### config.mk
export PLATFORM = sky130hd
export DESIGN_NAME = stopwatch_ctrl
export DESIGN_NICKNAME = d
export VERILOG_FILES = /design/src/rtl/stopwatch_pkg.sv /design/src/rtl/stopwatch_ctrl_btn_debounce.sv /design/src/rtl/stopwatch_ctrl.sv
export SDC_FILE = /design/constraint.sdc
export NUM_CORES = 1
export LEC_CHECK = 0
export ABC_AREA = 1
export CORE_MARGIN = 3
export CORE_UTILIZATION = 50
export DETAILED_ROUTE_END_ITERATION = 8
export PLACE_DENSITY = 0.66
export SYNTH_ARGS = -nofsm -noshare
export SYNTH_HDL_FRONTEND = slang
export SYNTH_HIERARCHICAL = 1
export SYNTH_SLANG_ARGS = --single-unit
### constraint.sdc
create_clock -name clk -period 2.1 [get_ports clk]
set_input_delay 0.42 -clock clk [delete_from_list [all_inputs] [get_ports clk]]
set_output_delay 0.42 -clock clk [all_outputs]
set_load 0.005 [all_outputs]
### src/rtl/stopwatch_pkg.sv
// Shared mode encodings and default timing constants for the stopwatch control slice.
package stopwatch_pkg;

  typedef enum logic [1:0] {
    MODE_RUN     = 2'd0,
    MODE_PAUSED  = 2'd1,
    MODE_ADJ_SEC = 2'd2,
    MODE_ADJ_MIN = 2'd3
  } mode_e;

  localparam int unsigned DEF_DIV_1HZ   = 100000000;
  localparam int unsigned DEF_DIV_2HZ   = 50000000;
  localparam int unsigned DEF_DIV_BLINK = 25000000;
  localparam int unsigned DEF_DB_CYCLES = 1000000;

  function automatic logic is_adjust(mode_e m);
    return (m == MODE_ADJ_SEC) || (m == MODE_ADJ_MIN);
  endfunction

endpackage

### src/rtl/stopwatch_ctrl_btn_debounce.sv
// Two-flop synchronizer, stable-count debouncer and 0->1 rise pulse for one raw input.
module btn_debounce
  import stopwatch_pkg::*;
#(
  parameter int unsigned DB_CYCLES = DEF_DB_CYCLES
) (
  input  logic clk,
  input  logic RESET,
  input  logic din,
  output logic level,
  output logic rise
);

  localparam int unsigned CW = $clog2(DB_CYCLES);

  logic          sync1_q, sync2_q;
  logic          level_q, level_d;
  logic          rise_q, rise_d;
  logic [CW-1:0] cnt_q, cnt_d;

  // Count consecutive cycles the synchronized input disagrees with the level;
  // any agreement (a bounce back) restarts the count.
  always_comb begin
    level_d = level_q;
    rise_d  = 1'b0;
    cnt_d   = '0;
    if (sync2_q != level_q) begin
      if (cnt_q == CW'(DB_CYCLES - 1)) begin
        level_d = ~level_q;
        rise_d  = ~level_q;
      end else begin
        cnt_d = cnt_q + 1'b1;
      end
    end
  end

  always_ff @(posedge clk) begin
    if (RESET) begin
      sync1_q <= 1'b0;
      sync2_q <= 1'b0;
      level_q <= 1'b0;
      rise_q  <= 1'b0;
      cnt_q   <= '0;
    end else begin
      sync1_q <= din;
      sync2_q <= sync1_q;
      level_q <= level_d;
      rise_q  <= rise_d;
      cnt_q   <= cnt_d;
    end
  end

  assign level = level_q;
  assign rise  = rise_q;

endmodule

### src/rtl/stopwatch_ctrl.sv
// Stopwatch mode FSM, 1 Hz / 2 Hz strobe dividers, clear strobe and blink enables.
module stopwatch_ctrl
  import stopwatch_pkg::*;
#(
  parameter int unsigned DIV_1HZ   = DEF_DIV_1HZ,
  parameter int unsigned DIV_2HZ   = DEF_DIV_2HZ,
  parameter int unsigned DIV_BLINK = DEF_DIV_BLINK,
  parameter int unsigned DB_CYCLES = DEF_DB_CYCLES
) (
  input  logic       clk,
  input  logic       RESET,
  input  logic       SEL,
  input  logic       ADJ,
  input  logic       PAUSE,
  input  logic       CLR,
  output logic       inc_sec,
  output logic       inc_min,
  output logic       carry_en,
  output logic       clr,
  output logic [1:0] mode,
  output logic       paused,
  output logic       blank_sec,
  output logic       blank_min
);

  localparam int unsigned W1 = $clog2(DIV_1HZ);
  localparam int unsigned W2 = $clog2(DIV_2HZ);
  localparam int unsigned WB = $clog2(DIV_BLINK);

  logic sel_lvl, sel_rise;
  logic adj_lvl, adj_rise;
  logic pause_lvl, pause_rise;
  logic clr_lvl, clr_rise;

  btn_debounce #(.DB_CYCLES(DB_CYCLES)) u_db_sel (
    .clk   (clk),
    .RESET (RESET),
    .din   (SEL),
    .level (sel_lvl),
    .rise  (sel_rise)
  );

  btn_debounce #(.DB_CYCLES(DB_CYCLES)) u_db_adj (
    .clk   (clk),
    .RESET (RESET),
    .din   (ADJ),
    .level (adj_lvl),
    .rise  (adj_rise)
  );

  btn_debounce #(.DB_CYCLES(DB_CYCLES)) u_db_pause (
    .clk   (clk),
    .RESET (RESET),
    .din   (PAUSE),
    .level (pause_lvl),
    .rise  (pause_rise)
  );

  btn_debounce #(.DB_CYCLES(DB_CYCLES)) u_db_clr (
    .clk   (clk),
    .RESET (RESET),
    .din   (CLR),
    .level (clr_lvl),
    .rise  (clr_rise)
  );

  // Switches are used as levels, buttons as edges; the other halves are spare.
  logic unused_db;
  assign unused_db = ^{sel_rise, adj_rise, pause_lvl, clr_lvl};

  mode_e   state_q, state_d;
  logic    pause_q, pause_d;
  logic    stable;

  logic [W1-1:0] div1_q, div1_d;
  logic [W2-1:0] div2_q, div2_d;
  logic [WB-1:0] bcnt_q, bcnt_d;
  logic          phase_q, phase_d;

  logic inc_sec_q, inc_sec_d;
  logic inc_min_q, inc_min_d;
  logic carry_q, clr_q;
  logic blank_sec_q, blank_min_q;

  always_comb begin
    pause_d = pause_q;
    state_d = state_q;
    if (((state_q == MODE_RUN) || (state_q == MODE_PAUSED)) && pause_rise) begin
      pause_d = ~pause_q;
    end
    if (adj_lvl) begin
      state_d = sel_lvl ? MODE_ADJ_MIN : MODE_ADJ_SEC;
    end else begin
      state_d = pause_d ? MODE_PAUSED : MODE_RUN;
    end
  end

  assign stable = (state_d == state_q);

  // Dividers restart from zero on every state change and on a clear press.
  always_comb begin
    div1_d    = '0;
    div2_d    = '0;
    inc_sec_d = 1'b0;
    inc_min_d = 1'b0;
    if (stable && !clr_rise) begin
      if (state_q == MODE_RUN) begin
        if (div1_q == W1'(DIV_1HZ - 1)) begin
          inc_sec_d = 1'b1;
        end else begin
          div1_d = div1_q + 1'b1;
        end
      end else if (is_adjust(state_q)) begin
        if (div2_q == W2'(DIV_2HZ - 1)) begin
          inc_sec_d = (state_q == MODE_ADJ_SEC);
          inc_min_d = (state_q == MODE_ADJ_MIN);
        end else begin
          div2_d = div2_q + 1'b1;
        end
      end
    end
  end

  always_comb begin
    bcnt_d  = '0;
    phase_d = 1'b0;
    if (stable && is_adjust(state_q)) begin
      if (bcnt_q == WB'(DIV_BLINK - 1)) begin
        phase_d = ~phase_q;
      end else begin
        bcnt_d  = bcnt_q + 1'b1;
        phase_d = phase_q;
      end
    end
  end

  always_ff @(posedge clk) begin
    if (RESET) begin
      state_q     <= MODE_RUN;
      pause_q     <= 1'b0;
      div1_q      <= '0;
      div2_q      <= '0;
      bcnt_q      <= '0;
      phase_q     <= 1'b0;
      inc_sec_q   <= 1'b0;
      inc_min_q   <= 1'b0;
      carry_q     <= 1'b0;
      clr_q       <= 1'b0;
      blank_sec_q <= 1'b0;
      blank_min_q <= 1'b0;
    end else begin
      state_q     <= state_d;
      pause_q     <= pause_d;
      div1_q      <= div1_d;
      div2_q      <= div2_d;
      bcnt_q      <= bcnt_d;
      phase_q     <= phase_d;
      inc_sec_q   <= inc_sec_d;
      inc_min_q   <= inc_min_d;
      carry_q     <= (state_d == MODE_RUN);
      clr_q       <= clr_rise;
      blank_sec_q <= (state_d == MODE_ADJ_SEC) & phase_d;
      blank_min_q <= (state_d == MODE_ADJ_MIN) & phase_d;
    end
  end

  assign inc_sec   = inc_sec_q;
  assign inc_min   = inc_min_q;
  assign carry_en  = carry_q;
  assign clr       = clr_q;
  assign mode      = state_q;
  assign paused    = pause_q;
  assign blank_sec = blank_sec_q;
  assign blank_min = blank_min_q;

endmodule

==> metrics, run 1 <==
# Max-Cap Violations=0; count of instances resized after the clock tree is built=0; number of H-tree levels=4; layout cell share with drive strength beyond 1=10.71%; overall die area=0.02107 sq mm; DR iter-0 viols=431; leakage power=3.529 nW; Syn Inst Count=1,402; minimum clock period after layout=1.877 ns; yosys synthesis warning count=6; type of the tightest min-delay check=flop to flop; Peak Freq=532.8 MHz; Arrival @ worst endpoint=1.46 ns; clock buffers created by TritonCTS=17; clock transition time at the flip-flop clock pins of the worst setup and hold paths=0.07 ns; Final Power=0.006956 W; clk_lat worst skew=0.42 ns; global route total overflow=0; TNS Setup=0 ns; Net Count, Synth=1,415; critical setup path kind=flop to primary output; drc violations=0; wire length after detailed routing=18,920 um; required time reported for the critical path endpoint=1.68 ns; nets=1,447; actual slew at the worst max-slew pin=0.4323 ns; maximum clock skew at final layout=0.008990 ns; synthesized area divided by synthesized cell count=6.907 sq um; TritonCTS clock tree=built; number of hold buffers added after cts=0; overall routing resource usage=18.45%; global-route wire length before repair=33,370 um; Slew headroom=71.07%; Wirelength per Cell=11.09 um; core area=0.01889 sq mm; initial antenna violation count=0; vias after detailed routing=8,131; top fanout value on the critical path=3; half-perimeter wire length after detailed placement=14,220 um; result of the run=completed; initial core utilization=51.25%; number of filler cells placed in the layout=1,878; Hold Vio Cnt, Final=0; max-slew violation total from the final report=0; sequential cell area=0.003643 sq mm; I/O Buffers=14; Post-CTS Setup Repair Bufs=0; via count of the first global-routing pass=7,417; maximum count of clock buffers along a single path=2; area of combinational cells with multiple inputs=0.005285 sq mm; largest vdd supply drop=0.0005693 V; number of antenna-violating nets in the routed design=0; unrepaired setup endpoints after global routing=no; height of the chip=145.2 um; gpl congestion=0.8895; io pins=15; maximum number of pins on one net before global-route repair=27; standard-cell row count=50; WHS=0.4049 ns; Area growth, synth to finish=10.93%; post-detailed-route via-to-cell ratio=4.763; clock tree root driver cell=sky130_fd_sc_hd__clkbuf_16; P per Cell Area=647.5 mW/mm^2; final setup violating endpoints=0; post-synthesis instance area=0.009683 sq mm; startpoint class of the critical path=flop; Initial DRT Pass Iterations=5; Worst setup EP type=primary output; share of the clock period used by the worst path=89.37%; number of inserted diodes=0; number of sinks on the clock net=182; Die X-Extent=145.2 um
-- area by class of cell --
cell class,instances,area share [%]
clock inverter,12,1.549
clock buffer,20,4.345
inverter,165,5.766
tap,260,3.029
multi-input combinational,1043,49.20
timing repair buffer,25,2.190
sequential,182,33.92
-- registers in the layout (all words and copies together), names as in the netlist, 2 cells and up --
name              cells
u_db_pause/cnt_q     20
u_db_clr/cnt_q       20
div2_q               26
div1_q               27
mode                  2
bcnt_q               25
u_db_adj/cnt_q       20
u_db_sel/cnt_q       20
-- stage by stage --
stage	util [%]	instance area [sq um]	setup WS, ns	instances
floorplan	-	9683	0.5413	1402
global placement	53.50	10110	0.2745	1675
detailed placement	53.50	10110	0.2178	1675
CTS	56.85	10740	0.1922	1707
global route	56.85	10740	0.1256	1707
finish	56.85	10740	0.2233	1707
-- path summary, 6_finish.rpt --
kind / slack, ns / from / cells after the start / endpoint
setup reg to reg: 0.31 / bcnt_q[0] / 9 / bcnt_q[15]
hold / removal: 0.40 / u_db_adj/sync1_q / 2 / u_db_adj/sync2_q
setup / recovery: 0.22 / mode[1] / 2 / mode[1]
hold reg to reg: 0.40 / u_db_adj/sync1_q / 2 / u_db_adj/sync2_q
-- layout by cell type (no fill, tap or decap), types with 2 or more instances in the layout --
cell and instances:
sky130_fd_sc_hd__nand2_1 332, sky130_fd_sc_hd__nor2_1 306, sky130_fd_sc_hd__dfxtp_1 182, sky130_fd_sc_hd__inv_1 164
sky130_fd_sc_hd__nand3_1 72, sky130_fd_sc_hd__xor2_1 50, sky130_fd_sc_hd__nor2_2 50, sky130_fd_sc_hd__nand4_1 35
sky130_fd_sc_hd__xnor2_1 34, sky130_fd_sc_hd__a21oi_1 33, sky130_fd_sc_hd__nor3_1 21, sky130_fd_sc_hd__nor2_4 20
sky130_fd_sc_hd__nand3b_1 19, sky130_fd_sc_hd__clkbuf_16 17, sky130_fd_sc_hd__nand3_2 15, sky130_fd_sc_hd__clkdlybuf4s50_1 14
sky130_fd_sc_hd__buf_4 10, sky130_fd_sc_hd__o21ai_0 8, sky130_fd_sc_hd__nand2_4 7, sky130_fd_sc_hd__ha_1 7
sky130_fd_sc_hd__nand2_2 5, sky130_fd_sc_hd__inv_6 4, sky130_fd_sc_hd__and2_2 4, sky130_fd_sc_hd__and2_1 4
sky130_fd_sc_hd__o21bai_1 4, sky130_fd_sc_hd__or2_0 4, sky130_fd_sc_hd__or2_2 4, sky130_fd_sc_hd__bufinv_16 3
sky130_fd_sc_hd__clkbuf_8 3, sky130_fd_sc_hd__clkinv_4 3, sky130_fd_sc_hd__nand3_4 2, sky130_fd_sc_hd__a31oi_1 2
sky130_fd_sc_hd__clkinvlp_4 2
-- worst max-delay path: stages (launching register included) --
cell and delay (ns):
sky130_fd_sc_hd__dfxtp_1 0.37, sky130_fd_sc_hd__buf_4 0.16, sky130_fd_sc_hd__clkdlybuf4s50_1 0.51
-- layer usage --
metal	track usage [%]	share of wire, %
met3	3.435	3.0
met5	0	0
met2	29.27	44
met1	25.91	52
met4	5.033	1.6
-- power by group --
group          total (W)  leakage (nW)  switching [W]  internal, W
sequential       0.00348          1.47      0.0000101      0.00347
clock            0.00338         0.304        0.00139      0.00199
combinational   0.000100          1.76      0.0000622    0.0000381
Power figures use the tool's default switching activity.
==> run 2: changes to the inputs <==
--- a/config.mk
+++ b/config.mk
@@ -6,6 +6,7 @@
 export NUM_CORES = 1
 export LEC_CHECK = 0
 export ABC_AREA = 1
+export CAP_MARGIN = 5
 export CORE_MARGIN = 3
 export CORE_UTILIZATION = 50
 export DETAILED_ROUTE_END_ITERATION = 8
==> results of run 2 <==
The final DEF is identical to that of run 1; final timing and power are the same.
==> run 3: changes to the inputs <==
--- a/config.mk
+++ b/config.mk
@@ -10,7 +10,7 @@
 export CORE_MARGIN = 3
 export CORE_UTILIZATION = 50
 export DETAILED_ROUTE_END_ITERATION = 8
-export PLACE_DENSITY = 0.66
+export PLACE_DENSITY_LB_ADDON = 0.2
 export SYNTH_ARGS = -nofsm -noshare
 export SYNTH_HDL_FRONTEND = slang
 export SYNTH_HIERARCHICAL = 1
==> constraint.sdc (replaced) <==
create_clock -name clk -period 1.6 [get_ports clk]
set_input_delay 0.32 -clock clk [delete_from_list [all_inputs] [get_ports clk]]
set_output_delay 0.32 -clock clk [all_outputs]
set_load 0.005 [all_outputs]
==> metrics, run 3 (synthesized netlist as in run 1, its figures left out) <==
leakage power=3.844 nW; initial antenna violation count=0; post-detailed-route via-to-cell ratio=4.845; Die X-Extent=145.2 um; vias after detailed routing=8,513; clock buffers created by TritonCTS=17; max reg flops=27; unrepaired setup endpoints after global routing=yes; maximum count of clock buffers along a single path=2; via count of the first global-routing pass=7,934; half-perimeter wire length after detailed placement=14,640 um; startpoint of the most critical register-to-register path=bcnt_q[0]; maximum clock skew at final layout=0.009667 ns; switching portion of total power=21.97%; number of H-tree levels=4; capturing element of the worst setup path=inc_sec; Slew headroom=74.57%; cell internal power dissipation=0.006723 W; height of the chip=145.2 um; Area growth, synth to finish=16.57%; global route total overflow=0; standard cell area after detailed placement=0.01042 sq mm; Peak Freq=651.2 MHz; overall die area=0.02107 sq mm; startpoint class of the critical path=flop; number of hold buffers added after cts=0; timing startpoint of the critical path=inc_sec; DR top layer=met4; max-slew violation total from the final report=0; top register by number of flip-flops=div1_q; final setup violating endpoints=0; wl on met1=9332 um; type of the tightest min-delay check=flop to flop; standard cell with the maximum stage delay on the critical path=sky130_fd_sc_hd__clkdlybuf4s50_1; net switching power of the design=0.001893 W; overall routing resource usage=19.03%; Wirelength per Cell=11.49 um; number of antenna-violating nets in the routed design=0; core area=0.01889 sq mm; largest vdd supply drop=0.0007095 V; Final Instance Area=0.01129 sq mm; destination of the worst register-to-register timing path=bcnt_q[12]; layout cell share with drive strength beyond 1=16.50%; share of the clock period used by the worst path=95.97%; TritonCTS clock tree=built; final design utilization=59.74%; number of sinks on the clock net=182; io pins=15; wire length after detailed routing=20,190 um; maximum number of pins on one net before global-route repair=24; actual slew at the worst max-slew pin=0.3785 ns; Flop pwr share=53.0%; P per Cell Area=763.3 mW/mm^2; Critical Path, Cell by Cell=clkdlybuf4s50_1; worst-case reg-to-reg path depth=9; CP delay by family, top=buffers and inverters; number of inserted diodes=0; WP buf/inv=1; nets=1,497; I/O Buffers=14; initial core utilization=51.25%; minimum setup slack among reg-to-reg paths=0.09 ns; met2 wirelength from detailed routing=10,010 um; total number of cells along the worst setup path=1; registers with the highest flip-flop counts=div1_q x27, div2_q x26, bcnt_q x25; minimum clock period after layout=1.536 ns; DR iter-0 viols=426; number of filler cells placed in the layout=1,776; most frequent standard cell in the layout excluding fill and tap cells=sky130_fd_sc_hd__nand2_1; sequential cell area=0.003659 sq mm; area of combinational cells with multiple inputs=0.005488 sq mm; Arrival @ worst endpoint=1.22 ns; required time reported for the critical path endpoint=1.28 ns; gpl congestion=0.9026; Clk network pwr share=45.5%; Initial DRT Pass Iterations=5; clk_lat worst skew=0.43 ns; result of the run=completed; global-route wire length before repair=34,320 um; critical setup path kind=flop to primary output; part of the total power dissipated in combinational logic=1.6%; clock transition time at the flip-flop clock pins of the worst setup and hold paths=0.06 ns; peak per-stage delay on the critical path=0.49 ns; Worst setup EP type=primary output; # Max-Cap Violations=0; drc violations=0; Hold Vio Cnt, Final=0; standard-cell row count=50; most frequent cells in the layout=sky130_fd_sc_hd__nand2_1 (328), sky130_fd_sc_hd__nor2_1 (288), sky130_fd_sc_hd__dfxtp_1 (172); top fanout value on the critical path=1; clock tree root driver cell=sky130_fd_sc_hd__clkbuf_16; Met3 Wirelength=553 um
==> run 3: worst register-to-register path: cells and delay by family (launching register included) <==
kind / cells / cell delay (ns)
adders and majority gates: 1 / 0.19
DFF: 1 / 0.35
and+or+nand+nor: 7 / 0.66
buffers and inverters: 1 / 0.20
==> run 3: power by group through the flow <==
stage          Combinational (W)  Sequential, W  Clock (W)
6_report                0.000135        0.00456    0.00392
5_1_grt                 0.000149        0.00456    0.00424
3_5_place_dp            0.000133        0.00467          0
2_1_floorplan          0.0000882        0.00466          0
4_1_cts                 0.000133        0.00456    0.00404
3_3_place_gp            0.000132        0.00467          0
==> run 3: timing repair <==
action	in CTS	in global routing
resized for setup	14	54
endpoints found under the setup margin	32	84
setup buffers	1	6
pin swaps	0	9
gates cloned	1	3
==> run 3: metrics by stage <==
stage               cells  total power, W  TNS, ns  hold WS [ns]  worst slack, ns
CTS                  1749        0.008736        0        0.3806          0.01267
global placement     1715        0.004799   -20.55        0.3909          -0.1937
floorplan            1402        0.004752        0        0.3883          0.04130
global route         1757        0.008947  -0.1142        0.4029         -0.02439
finish               1757        0.008616        0        0.4012          0.06444
detailed placement   1715        0.004800   -21.48        0.3935          -0.2065
==> run 3: worst min-delay path by stage <==
stage / startpoint / endpoint / slack [ns] / cells past startpoint
2_1_floorplan: u_db_adj/sync1_q / u_db_adj/sync2_q / 0.39 / 2
3_3_place_gp: u_db_clr/sync1_q / u_db_clr/sync2_q / 0.39 / 2
3_5_place_dp: u_db_adj/sync1_q / u_db_adj/sync2_q / 0.39 / 2
4_1_cts: PAUSE / u_db_pause/sync1_q / 0.38 / 3
5_1_grt: PAUSE / u_db_pause/sync1_q / 0.40 / 3
6_report: u_db_adj/sync1_q / u_db_adj/sync2_q / 0.40 / 2
==> run 3: area by class of cell <==
class	count	area share (%)
Timing Repair Buffer	72	5.709
Sequential cell	182	32.41
Clock inverter	10	0.6319
Inverter	165	5.543
Multi-Input combinational cell	1046	48.62
Tap cell	260	2.882
Clock buffer	22	4.201
==> run 3: layer usage <==
| layer | track usage [%] | vias to the layer above |
|---|---|---|
| li1 | - | 4518 |
| met5 | 0 | - |
| met1 | 22.93 | 3861 |
| met3 | 4.091 | 30 |
| met2 | 33.99 | 104 |
| met4 | 5.793 | 0 |
